==> src/rtl/fetch_stage.sv <==
// Fetch stage: owns the PC, issues instruction-memory reads and presents the fetched
// instruction to the F/D register, with decode stalls, execute redirects and HALT handling.
module fetch_stage #(
  parameter logic [15:0] RESET_PC  = 16'h0000,
  parameter logic [15:0] NOP_INSTR = 16'h0800,
  parameter logic [4:0]  HALT_OPC  = 5'b00000
) (
  input  logic        clk,
  input  logic        rst,
  input  logic        stallD,
  input  logic        redirect_en,
  input  logic [15:0] redirect_pc,
  output logic        imem_req,
  output logic [15:0] imem_addr,
  input  logic        imem_done,
  input  logic [15:0] imem_data,
  input  logic        imem_err,
  output logic [15:0] instructionF,
  output logic [15:0] incPCF,
  output logic        errF,
  output logic        validF,
  output logic        haltF
);

  typedef enum logic [1:0] {
    S_FETCH   = 2'd0,
    S_DISCARD = 2'd1,
    S_HALTED  = 2'd2
  } state_e;

  state_e      state_q, state_d;
  logic [15:0] pc_q, pc_d;
  logic [15:0] pend_pc_q, pend_pc_d;

  logic misaligned;
  logic halt_hit;

  assign misaligned = pc_q[0];
  assign halt_hit   = (imem_data[15:11] == HALT_OPC) || imem_err;

  // State register.
  // NOTE: sequential state uses non-blocking assignments; reset is sampled on the clock edge.
  always_ff @(posedge clk) begin
    if (!rst) begin
      state_q   <= S_FETCH;
      pc_q      <= RESET_PC;
      pend_pc_q <= 16'h0000;
    end else begin
      state_q   <= state_d;
      pc_q      <= pc_d;
      pend_pc_q <= pend_pc_d;
    end
  end

  // Next-state and PC update.
  // NOTE: every always_comb output gets a default first so no latch is inferred.
  always_comb begin
    state_d   = state_q;
    pc_d      = pc_q;
    pend_pc_d = pend_pc_q;
    case (state_q)
      S_FETCH: begin
        if (redirect_en) begin
          if (imem_done || misaligned) begin
            pc_d = redirect_pc;
          end else begin
            // The in-flight access must finish at a stable address before we move on.
            pend_pc_d = redirect_pc;
            state_d   = S_DISCARD;
          end
        end else if (misaligned) begin
          if (!stallD) state_d = S_HALTED;
        end else if (imem_done && !stallD) begin
          pc_d = pc_q + 16'd2;
          if (halt_hit) state_d = S_HALTED;
        end
      end
      S_DISCARD: begin
        if (redirect_en) pend_pc_d = redirect_pc;
        if (imem_done) begin
          pc_d    = redirect_en ? redirect_pc : pend_pc_q;
          state_d = S_FETCH;
        end
      end
      S_HALTED: begin
        if (redirect_en) begin
          pc_d    = redirect_pc;
          state_d = S_FETCH;
        end
      end
      default: state_d = S_FETCH;
    endcase
  end

  // Outputs: combinational from state and memory response, no added latency.
  always_comb begin
    imem_req     = 1'b0;
    imem_addr    = pc_q;
    instructionF = NOP_INSTR;
    incPCF       = pc_q + 16'd2;
    errF         = 1'b0;
    validF       = 1'b0;
    haltF        = 1'b0;
    if (!rst) begin
      incPCF = RESET_PC + 16'd2;
    end else begin
      case (state_q)
        S_FETCH: begin
          imem_req = !misaligned;
          if (!redirect_en) begin
            if (misaligned) begin
              errF = 1'b1;
            end else if (imem_done) begin
              instructionF = imem_data;
              validF       = 1'b1;
              errF         = imem_err;
            end
          end
        end
        S_DISCARD: imem_req = 1'b1;
        S_HALTED:  haltF    = 1'b1;
        default:   ;
      endcase
    end
  end

endmodule
==> config.mk <==
export PLATFORM = sky130hd
export DESIGN_NAME = fetch_stage
export DESIGN_NICKNAME = d
export VERILOG_FILES = /design/src/rtl/fetch_stage.sv
export SDC_FILE = /design/constraint.sdc
export NUM_CORES = 1
export LEC_CHECK = 0
export BUFFER_PORTS_ARGS = -buffer_cell sky130_fd_sc_hd__buf_2
export CAP_MARGIN = 20
export CORE_ASPECT_RATIO = 0.6
export CORE_MARGIN = 5
export CORE_UTILIZATION = 50
export DETAILED_ROUTE_END_ITERATION = 8
export GPL_ROUTABILITY_DRIVEN = 1
export PLACE_DENSITY = 0.83
export REMOVE_ABC_BUFFERS = 1
export SETUP_SLACK_MARGIN = 0.5
export SKIP_CTS_REPAIR_TIMING = 1
export SLEW_MARGIN = 20
export SYNTH_ARGS = -nofsm -noshare
export SYNTH_HDL_FRONTEND = slang
export SYNTH_SLANG_ARGS = --single-unit
==> constraint.sdc <==
create_clock -name clk -period 2.6 [get_ports clk]
set_clock_uncertainty 0.2 [all_clocks]
set_input_delay 0.26 -clock clk [delete_from_list [all_inputs] [get_ports clk]]
set_output_delay 0.26 -clock clk [all_outputs]
set_load 0.01 [all_outputs]
==> run_results.csv, run 1 <==
group,metric,value,unit
worst_setup_path,rr_worst_depth,10,
sta,fin_crit,2380,ps
die,rows,19,
clock_network,cts_tree,"yes",
clock_network,cts.sink_count,34,
worst_setup_path,critPathLaunch,"state_q[0]$_SDFFE_PN0P_",
clock_network,clkTransAtPathRegs,80,ps
yosys,synthCells,315,
yosys,yosysSeqAreaShare,27.5,%
finish,seqCellArea,726,sq um
sta,period_share,91.7,%
yosys,synth_edf_count,0,
sta,finalMaxSlewViolations,0,
worst_setup_path,setup.worst_path.end_class,"output pin",
worst_setup_path,critPathMaxStageDelay,380,ps
sta,hold_slack,21.8,ps
sta,worst_pin_slew,620,ps
die,core_area,4680,sq um
sta,hold_viol,0,
sta,worst_slack,216,ps
clock_network,root_buffer,"clkbuf_8",
pwr,leakagePower,1.75,nW
grt,antenna_found_initial,0,
worst_setup_path,path_buf_inv,3,
finish,final_layout_size_suffix_gt1_share,50.6,%
finish,postLayoutCellArea,3860,sq um
status,outcome,"complete, no violations",
place,dp_slack,188,ps
yosys,ys_types,49,
worst_setup_path,critPathMostFrequentCell,"buf_6",
place,dpl_cell_area,3010,sq um
worst_setup_path,crit_fanout,8,
clock_network,htree_num_levels,2,
finish,multiInputGateArea,2000,sq um
clock_network,clockBufferDepth,2,
place,place.detailed.hpwl,5880,um
grt,grt_remaining_overflow,0,
clock_network,cts_buffers,5,
yosys,async_flop_share,0,%
worst_setup_path,cp_cell_sequence,"inv_4 -> ha_4 -> nor2b_4 -> nand2_4 -> nor3_4 -> buf_6 -> and2_4 -> buf_6",
worst_setup_path,critPathCapture,"instructionF[8]",
worst_setup_path,crit_arrival,1920,ps
die,die_w,101,um
grt,grt_max_degree,23,
grt,grt_pass1_vias,2479,
die,die-area,6510,sq um
clock_network,clk_latency,320,ps
worst_setup_path,critPathKind,"reg2out",
pwr,ir_drop,322,uV
finish,fillers,252,
finish,diodes,0,
sta,slew-limit-headroom,58.6,%
routing,drtPass1Iterations,5,
yosys,postSynthAreaPerCell,7.86,sq um
worst_setup_path,r2r_start,"state_q[0]$_SDFFE_PN0P_",
place,place.gp.congestion,0.969,
yosys,post-synth-top-count-cell,"nor2_1",
die,start_util,52.9,%
grt,track_usage,24.2,%
routing,via_per_inst,6.78,
yosys,yosysTopAreaCell,"dfxtp_1",
routing,route.detailed.drc,0,
worst_setup_path,required,2140,ps
pwr,p_per_area,470,nW/um^2
routing,wl,11300,um
place,io_buffers,89,
worst_setup_path,reg2reg_to,"imem_addr[11]$_SDFFE_PN0P_",
die,die_h,64.5,um
routing,ant_nets,0,
worst_setup_path,worst-path-stages,8,
die,pin_count,90,
finish,postLayoutCoreUtil,82.4,%
sta,finalSetupTns,0,ps
yosys,ys.flop_type,"dfxtp_1",
yosys,synth_area_leaders,"dfxtp_1, mux2i_1, and2_1",
routing,num_vias,3361,
yosys,yosys_warnings,0,
worst_setup_path,crit_family,"simple AND/OR/NAND/NOR gates",
worst_setup_path,rrSetupSlack,280,ps
worst_setup_path,slowest_stage,"dfxtp_4",
sta,rsz0062_at_grt,"yes",
yosys,ys_seq_elements,34,
routing,first_iter_violations,519,
yosys,yosysTopAreaCellShare,27.5,%
hold_path,hp-class,"in2reg",
sta,setup_viol,0,
grt,grt_pass1_wl,12600,um
finish,syn2layout_area_growth,55.8,%
finish,nets,476,
flow_run,drv_cap,0,
yosys,syn_area,2480,sq um
sta,max_freq,420,MHz
routing,wl_per_cell,22.9,um
yosys,ys_top_cells_by_count,"nor2_1, dfxtp_1, and2_1",
worst_setup_path,startpoint_type,"flip-flop",
## where the power goes
group	switching, mW	total [mW]	internal [mW]
sequential	0.0828	0.664	0.581
combinational	0.405	0.749	0.343
clock	0.216	0.401	0.185
total	0.705	1.81	1.11
## layer usage
metal  track usage (%)  share of wire [%]
met1              34.9                 38
met2              35.9                 43
met3              6.32                 15
met4              6.22                4.7
met5                 0                  0
## logic make-up after synthesis
logic type / after synthesis / share of synthesized area (%)
mux: 24 / 9.80
simple gates: 131 / 27.6
xor+xnor: 12 / 4.24
buf+inv: 33 / 6.16
compound gates: 76 / 22.2
flops: 34 / 27.5
fa+ha+maj: 5 / 2.53
## worst register-to-register path, cell delays in order (launching register included)
cell	delay (ps)
dfxtp_4	400
inv_4	60
ha_1	220
nor2b_2	180
a211oi_2	330
buf_4	200
and2_4	180
buf_12	120
buf_4	100
nand4_1	80
o311ai_0	120
## worst min path at each step
stage,start,endpoint,slack [ps],cells after the start
after floorplan,rst,imem_addr[13]$_SDFFE_PN0P_,180,1
after global placement,pend_pc_q[6]$_SDFFE_PN0P_,pend_pc_q[6]$_SDFFE_PN0P_,280,2
after detailed placement,pend_pc_q[2]$_SDFFE_PN0P_,pend_pc_q[2]$_SDFFE_PN0P_,280,2
after CTS,redirect_pc[13],pend_pc_q[13]$_SDFFE_PN0P_,40,3
after global routing,redirect_pc[9],pend_pc_q[9]$_SDFFE_PN0P_,40,3
final,redirect_pc[15],pend_pc_q[15]$_SDFFE_PN0P_,20,3
## registers in the layout, summed over array words and instances (netlist names), named ones only
name       count
pend_pc_q     16
imem_addr     15
state_q        2
## per-stage QoR
stage	power, mW	std cells
floorplan	0.954	292
CTS	1.55	468
finish	1.81	496
detailed placement	1.18	461
global placement	1.16	461
global route	1.87	496
## cell type report
| cell class | count | share of cell area, % |
|---|---|---|
| clock buffer | 7 | 1.98 |
| inverter | 10 | 1.10 |
| multi-input combinational | 248 | 51.9 |
| sequential | 34 | 18.8 |
| tap | 63 | 2.04 |
| timing repair buffer | 134 | 24.2 |
## placed cells by master, fill, tap and decap left out, types with 5 or more instances in the layout
cell,instances
buf_2,73
nor2_1,39
buf_4,34
buf_6,26
mux2i_1,22
nand2_1,19
a21oi_1,18
dfxtp_1,18
and2_4,16
a221oi_1,16
and2_1,13
dfxtp_4,10
inv_1,8
o21ai_0,6
dfxtp_2,6
clkbuf_8,5
No activity file was read; power rests on OpenSTA's default activity.
==> run 2: changes to the inputs <==
==> constraint.sdc (replaced) <==
create_clock -name clk -period 2.6 [get_ports clk]
set_clock_uncertainty 0.2 [all_clocks]
set_input_delay 0.13 -clock clk [delete_from_list [all_inputs] [get_ports clk]]
set_output_delay 0.13 -clock clk [all_outputs]
set_load 0.01 [all_outputs]
==> run_results.csv, run 2 (synthesis results as in run 1) <==
group,metric,value,unit
status,outcome,"complete, but fails checks",
status,violations,"hold timing",
grt,grt_pass1_wl,12600,um
pwr,power_frac_clock,21.7,%
routing,wl,11500,um
pwr,switching_share,38.7,%
sta,slew-limit-headroom,56.8,%
die,die-area,6510,sq um
sta,finalMaxSlewViolations,0,
finish,syn2layout_area_growth,55.7,%
routing,ant_nets,0,
sta,fin_crit,2290,ps
grt,grt_max_degree,40,
clock_network,cts_tree,"yes",
die,core_area,4680,sq um
clock_network,cts.sink_count,34,
pwr,power_frac_comb,41.1,%
sta,rsz0062_at_grt,"yes",
pwr,leakagePower,1.73,nW
clock_network,clockBufferDepth,2,
clock_network,cts_buffers,5,
pwr,p_int,1.09,mW
sta,max_freq,436,MHz
worst_setup_path,required,2270,ps
grt,antenna_found_initial,0,
pwr,p_seq_share,37.3,%
worst_setup_path,crit_fanout,8,
routing,via_per_inst,6.72,
die,die_h,64.5,um
sta,hold_slack,-22.7,ps
pwr,ir_drop,330,uV
die,rows,19,
sta,worst_pin_slew,647,ps
pwr,p_per_area,461,nW/um^2
sta,finalSetupTns,0,ps
routing,wl_per_cell,22.9,um
flow_run,drv_cap,0,
worst_setup_path,setup.worst_path.end_class,"output pin",
finish,final_common_cell,"buf_2",
grt,track_usage,24.3,%
pwr,p_switching,0.689,mW
routing,first_iter_violations,588,
grt,grt_pass1_vias,2604,
clock_network,htree_num_levels,2,
place,place.gp.congestion,0.963,
die,start_util,52.9,%
worst_setup_path,critPathKind,"reg2out",
sta,period_share,88.2,%
hold_path,hp-class,"in2reg",
clock_network,root_buffer,"clkbuf_8",
finish,largest_reg_flops,16,
routing,drtPass1Iterations,6,
finish,nets,484,
grt,grt_remaining_overflow,0,
routing,route.detailed.drc,0,
finish,fillers,249,
sta,setup_viol,0,
sta,hold_viol,1,
clock_network,clk_latency,300,ps
place,io_buffers,89,
finish,layout_common_cells,"buf_2, nor2_1, buf_4",
die,pin_count,90,
pwr,p_total,1.78,mW
clock_network,clkTransAtPathRegs,70,ps
worst_setup_path,startpoint_type,"flip-flop",
place,place.detailed.hpwl,5900,um
routing,num_vias,3389,
die,die_w,101,um
finish,diodes,0,
finish,regMostFlops,"pend_pc_q",
finish,final_layout_size_suffix_gt1_share,44.9,%
worst_setup_path,crit_arrival,1960,ps
run 2: worst max-delay path: stages, from the launching register on:
cell	delay (ps)
dfxtp_4	370
inv_4	70
ha_4	150
nor2b_4	210
nand2_4	90
nor3_4	310
buf_6	180
and2_1	150
buf_2	140
run 2: layout make-up:
cell class / instances / area, sq um / area share, %
timing repair buffer: 140 / 1000 / 26.0
inverter: 10 / 42.5 / 1.10
tap: 63 / 78.8 / 2.04
sequential: 34 / 712 / 18.5
multi-input combinational: 250 / 1950 / 50.4
clock buffer: 7 / 76.3 / 1.98
run 2: power groups by stage:
stage | sequential (mW) | combinational [mW] | clock, mW
floorplan | 0.649 | 0.305 | 0
global placement | 0.644 | 0.521 | 0
detailed placement | 0.646 | 0.536 | 0
CTS | 0.635 | 0.539 | 0.379
global route | 0.668 | 0.766 | 0.394
finish | 0.663 | 0.731 | 0.386
run 2: path summary, 6_finish.rpt:
kind / endpoint / depth (start not counted) / slack [ps] / start
setup reg to reg: imem_addr[5]$_SDFFE_PN0P_ / 10 / 350 / state_q[1]$_SDFFE_PN0P_
hold / removal: pend_pc_q[4]$_SDFFE_PN0P_ / 3 / -20 / redirect_pc[4]
setup / recovery: instructionF[9] / 8 / 310 / state_q[1]$_SDFFE_PN0P_
hold reg to reg: pend_pc_q[2]$_SDFFE_PN0P_ / 2 / 300 / pend_pc_q[2]$_SDFFE_PN0P_
run 2: layer usage:
metal | vias up | global-route usage [%] | share of wire, %
li1 | 1391 | - | -
met2 | 367 | 37.3 | 43
met5 | - | 0 | 0
met1 | 1542 | 33.1 | 37
met4 | 0 | 5.38 | 4.9
met3 | 89 | 8.25 | 15
run 2: stage by stage:
stage	cells	setup slack (ps)	util [%]	instance area, sq um
final	504	308	82.4	3860
after global routing	504	268	82.4	3860
after detailed placement	462	169	64.8	3030
after floorplan	292	290	-	2360
after global placement	462	355	64.8	3030
after CTS	469	99.8	66.4	3110
==> run 3: changes to the inputs <==
- CORE_MARGIN: 5 -> not set
- REMOVE_ABC_BUFFERS: 1 -> not set
==> run_results.csv, run 3 (synthesis results as in run 1) <==
group,metric,value,unit
status,outcome,"complete, but fails checks",
status,violations,"hold timing",
die,core_area,4660,sq um
worst_setup_path,setup.worst_path.end_class,"output pin",
pwr,p_per_area,489,nW/um^2
place,io_buffers,89,
finish,layout_common_cells,"buf_2, nor2_1, mux2i_1, buf_4, dfxtp_1",
finish,regMostFlops,"pend_pc_q",
clock_network,cts_buffers,5,
routing,first_iter_violations,515,
sta,fin_crit,2240,ps
clock_network,cts.sink_count,34,
sta,hold_slack,-43.1,ps
finish,final_common_cell,"buf_2",
clock_network,clockBufferDepth,2,
routing,route.detailed.drc,0,
finish,largest_reg_flops,16,
pwr,leakagePower,1.69,nW
worst_setup_path,startpoint_type,"flip-flop",
pwr,switching_share,36.1,%
place,dpl_cell_area,2970,sq um
grt,grt_max_degree,23,
die,die_w,92.9,um
die,rows,19,
pwr,p_seq_share,36.0,%
sta,finalSetupTns,0,ps
flow_run,drv_cap,0,
yosys,syn-num-nets,358,
worst_setup_path,crit_arrival,1910,ps
sta,rsz0062_at_grt,"yes",
die,start_util,53.2,%
grt,grt_pass1_wl,12600,um
worst_setup_path,rrSetupSlack,380,ps
sta,setup_viol,0,
hold_path,hp-class,"in2reg",
routing,wl_per_cell,19.4,um
die,die_h,56.5,um
routing,num_vias,3130,
worst_setup_path,rr_worst_depth,7,
worst_setup_path,crit_fanout,8,
routing,drtPass1Iterations,6,
routing,via_per_inst,6.32,
finish,nets,474,
worst_setup_path,r2r_start,"state_q[0]$_SDFFE_PN0P_",
clock_network,clkTransAtPathRegs,70,ps
die,pin_count,90,
clock_network,root_buffer,"clkbuf_8",
finish,final_cells,495,
routing,ant_nets,0,
place,place.detailed.hpwl,5970,um
grt,antenna_found_initial,0,
place,place.gp.congestion,0.998,
hold_path,min_delay_path_depth,3,
finish,diodes,0,
sta,period_share,86.3,%
finish,final_layout_size_suffix_gt1_share,43.5,%
finish,fillers,300,
grt,grt_pass1_vias,2412,
sta,worst_pin_slew,652,ps
pwr,power_frac_clock,27.5,%
hold_path,min_to,"pend_pc_q[3]$_SDFFE_PN0P_",
finish,postLayoutCellArea,3750,sq um
worst_setup_path,required,2270,ps
sta,finalMaxSlewViolations,0,
grt,track_usage,31.3,%
hold_path,hp-start,"redirect_pc[3]",
finish,postLayoutCoreUtil,80.6,%
die,die-area,5250,sq um
pwr,power_frac_comb,36.5,%
sta,hold_viol,1,
worst_setup_path,reg2reg_to,"imem_addr[4]$_SDFFE_PN0P_",
grt,grt_remaining_overflow,0,
pwr,p_switching,0.663,mW
finish,syn2layout_area_growth,51.6,%
worst_setup_path,critPathKind,"reg2out",
sta,max_freq,446,MHz
clock_network,htree_num_levels,2,
sta,slew-limit-headroom,56.5,%
routing,wl,9590,um
place,dp_cells,454,
clock_network,cts_tree,"yes",
pwr,p_int,1.17,mW
clock_network,clk_latency,310,ps
pwr,ir_drop,386,uV
[run 3: changes by cell type in the layout (fill, tap and decap cells not counted), sizes merged]
cell	delta
and2	-1
dlygate4sd3	-1
buf	-7
clkbuf	-2
clkinvlp	+2
bufinv	+1
nand2	-1
[run 3: worst max-delay path, cell delays in order (launching register included)]
cell     delay [ps]
dfxtp_2         360
inv_2            90
ha_4            170
nor2b_4         190
nand2_4          80
nor3_4          260
buf_6           170
and2_1          140
buf_2           150
[run 3: cell type report]
cell class	instances	area [sq um]	area share, %
Sequential cell	34	701	18.7
Timing Repair Buffer	132	905	24.1
Inverter	10	40.0	1.07
Multi-Input combinational cell	248	1920	51.0
Tap cell	63	78.8	2.10
Clock buffer	5	68.8	1.83
Clock inverter	3	45.0	1.20
[run 3: how the worst max path moves through the flow]
stage                              startpoint  slack, ps                         end  cells after the start
finish                state_q[1]$_SDFFE_PN0P_        360             instructionF[4]                      8
global route          state_q[0]$_SDFFE_PN0P_        260   imem_addr[4]$_SDFFE_PN0P_                      7
detailed placement    state_q[1]$_SDFFE_PN0P_        110   imem_addr[4]$_SDFFE_PN0P_                      7
CTS                 imem_addr[2]$_SDFFE_PN0P_         40                  incPCF[15]                      6
floorplan             state_q[1]$_SDFFE_PN0P_        500   imem_addr[5]$_SDFFE_PN0P_                      8
global placement      state_q[0]$_SDFFE_PN0P_        180  imem_addr[12]$_SDFFE_PN0P_                      8
[run 3: per-stage QoR]
step | worst slack [ps] | power (mW)
3_3_place_gp | 177 | 1.15
4_1_cts | 35.9 | 1.66
6_report | 357 | 1.83
3_5_place_dp | 106 | 1.17
2_1_floorplan | 497 | 0.986
5_1_grt | 265 | 1.91
[run 3: power groups by stage]
stage               clock (mW)  sequential, mW  combinational [mW]
floorplan                    0           0.648               0.338
global placement             0           0.646               0.507
detailed placement           0           0.649               0.518
CTS                      0.506           0.638               0.520
global route             0.526           0.667               0.713
finish                   0.504           0.661               0.669
[run 3: routing by layer]
metal  track usage (%)  wire length, um  vias up
met2              41.2             4030      259
met3              8.94             1270       32
met5                 0                0        -
li1                  -                -     1377
met1              49.0             4080     1462
met4              6.81              214        0
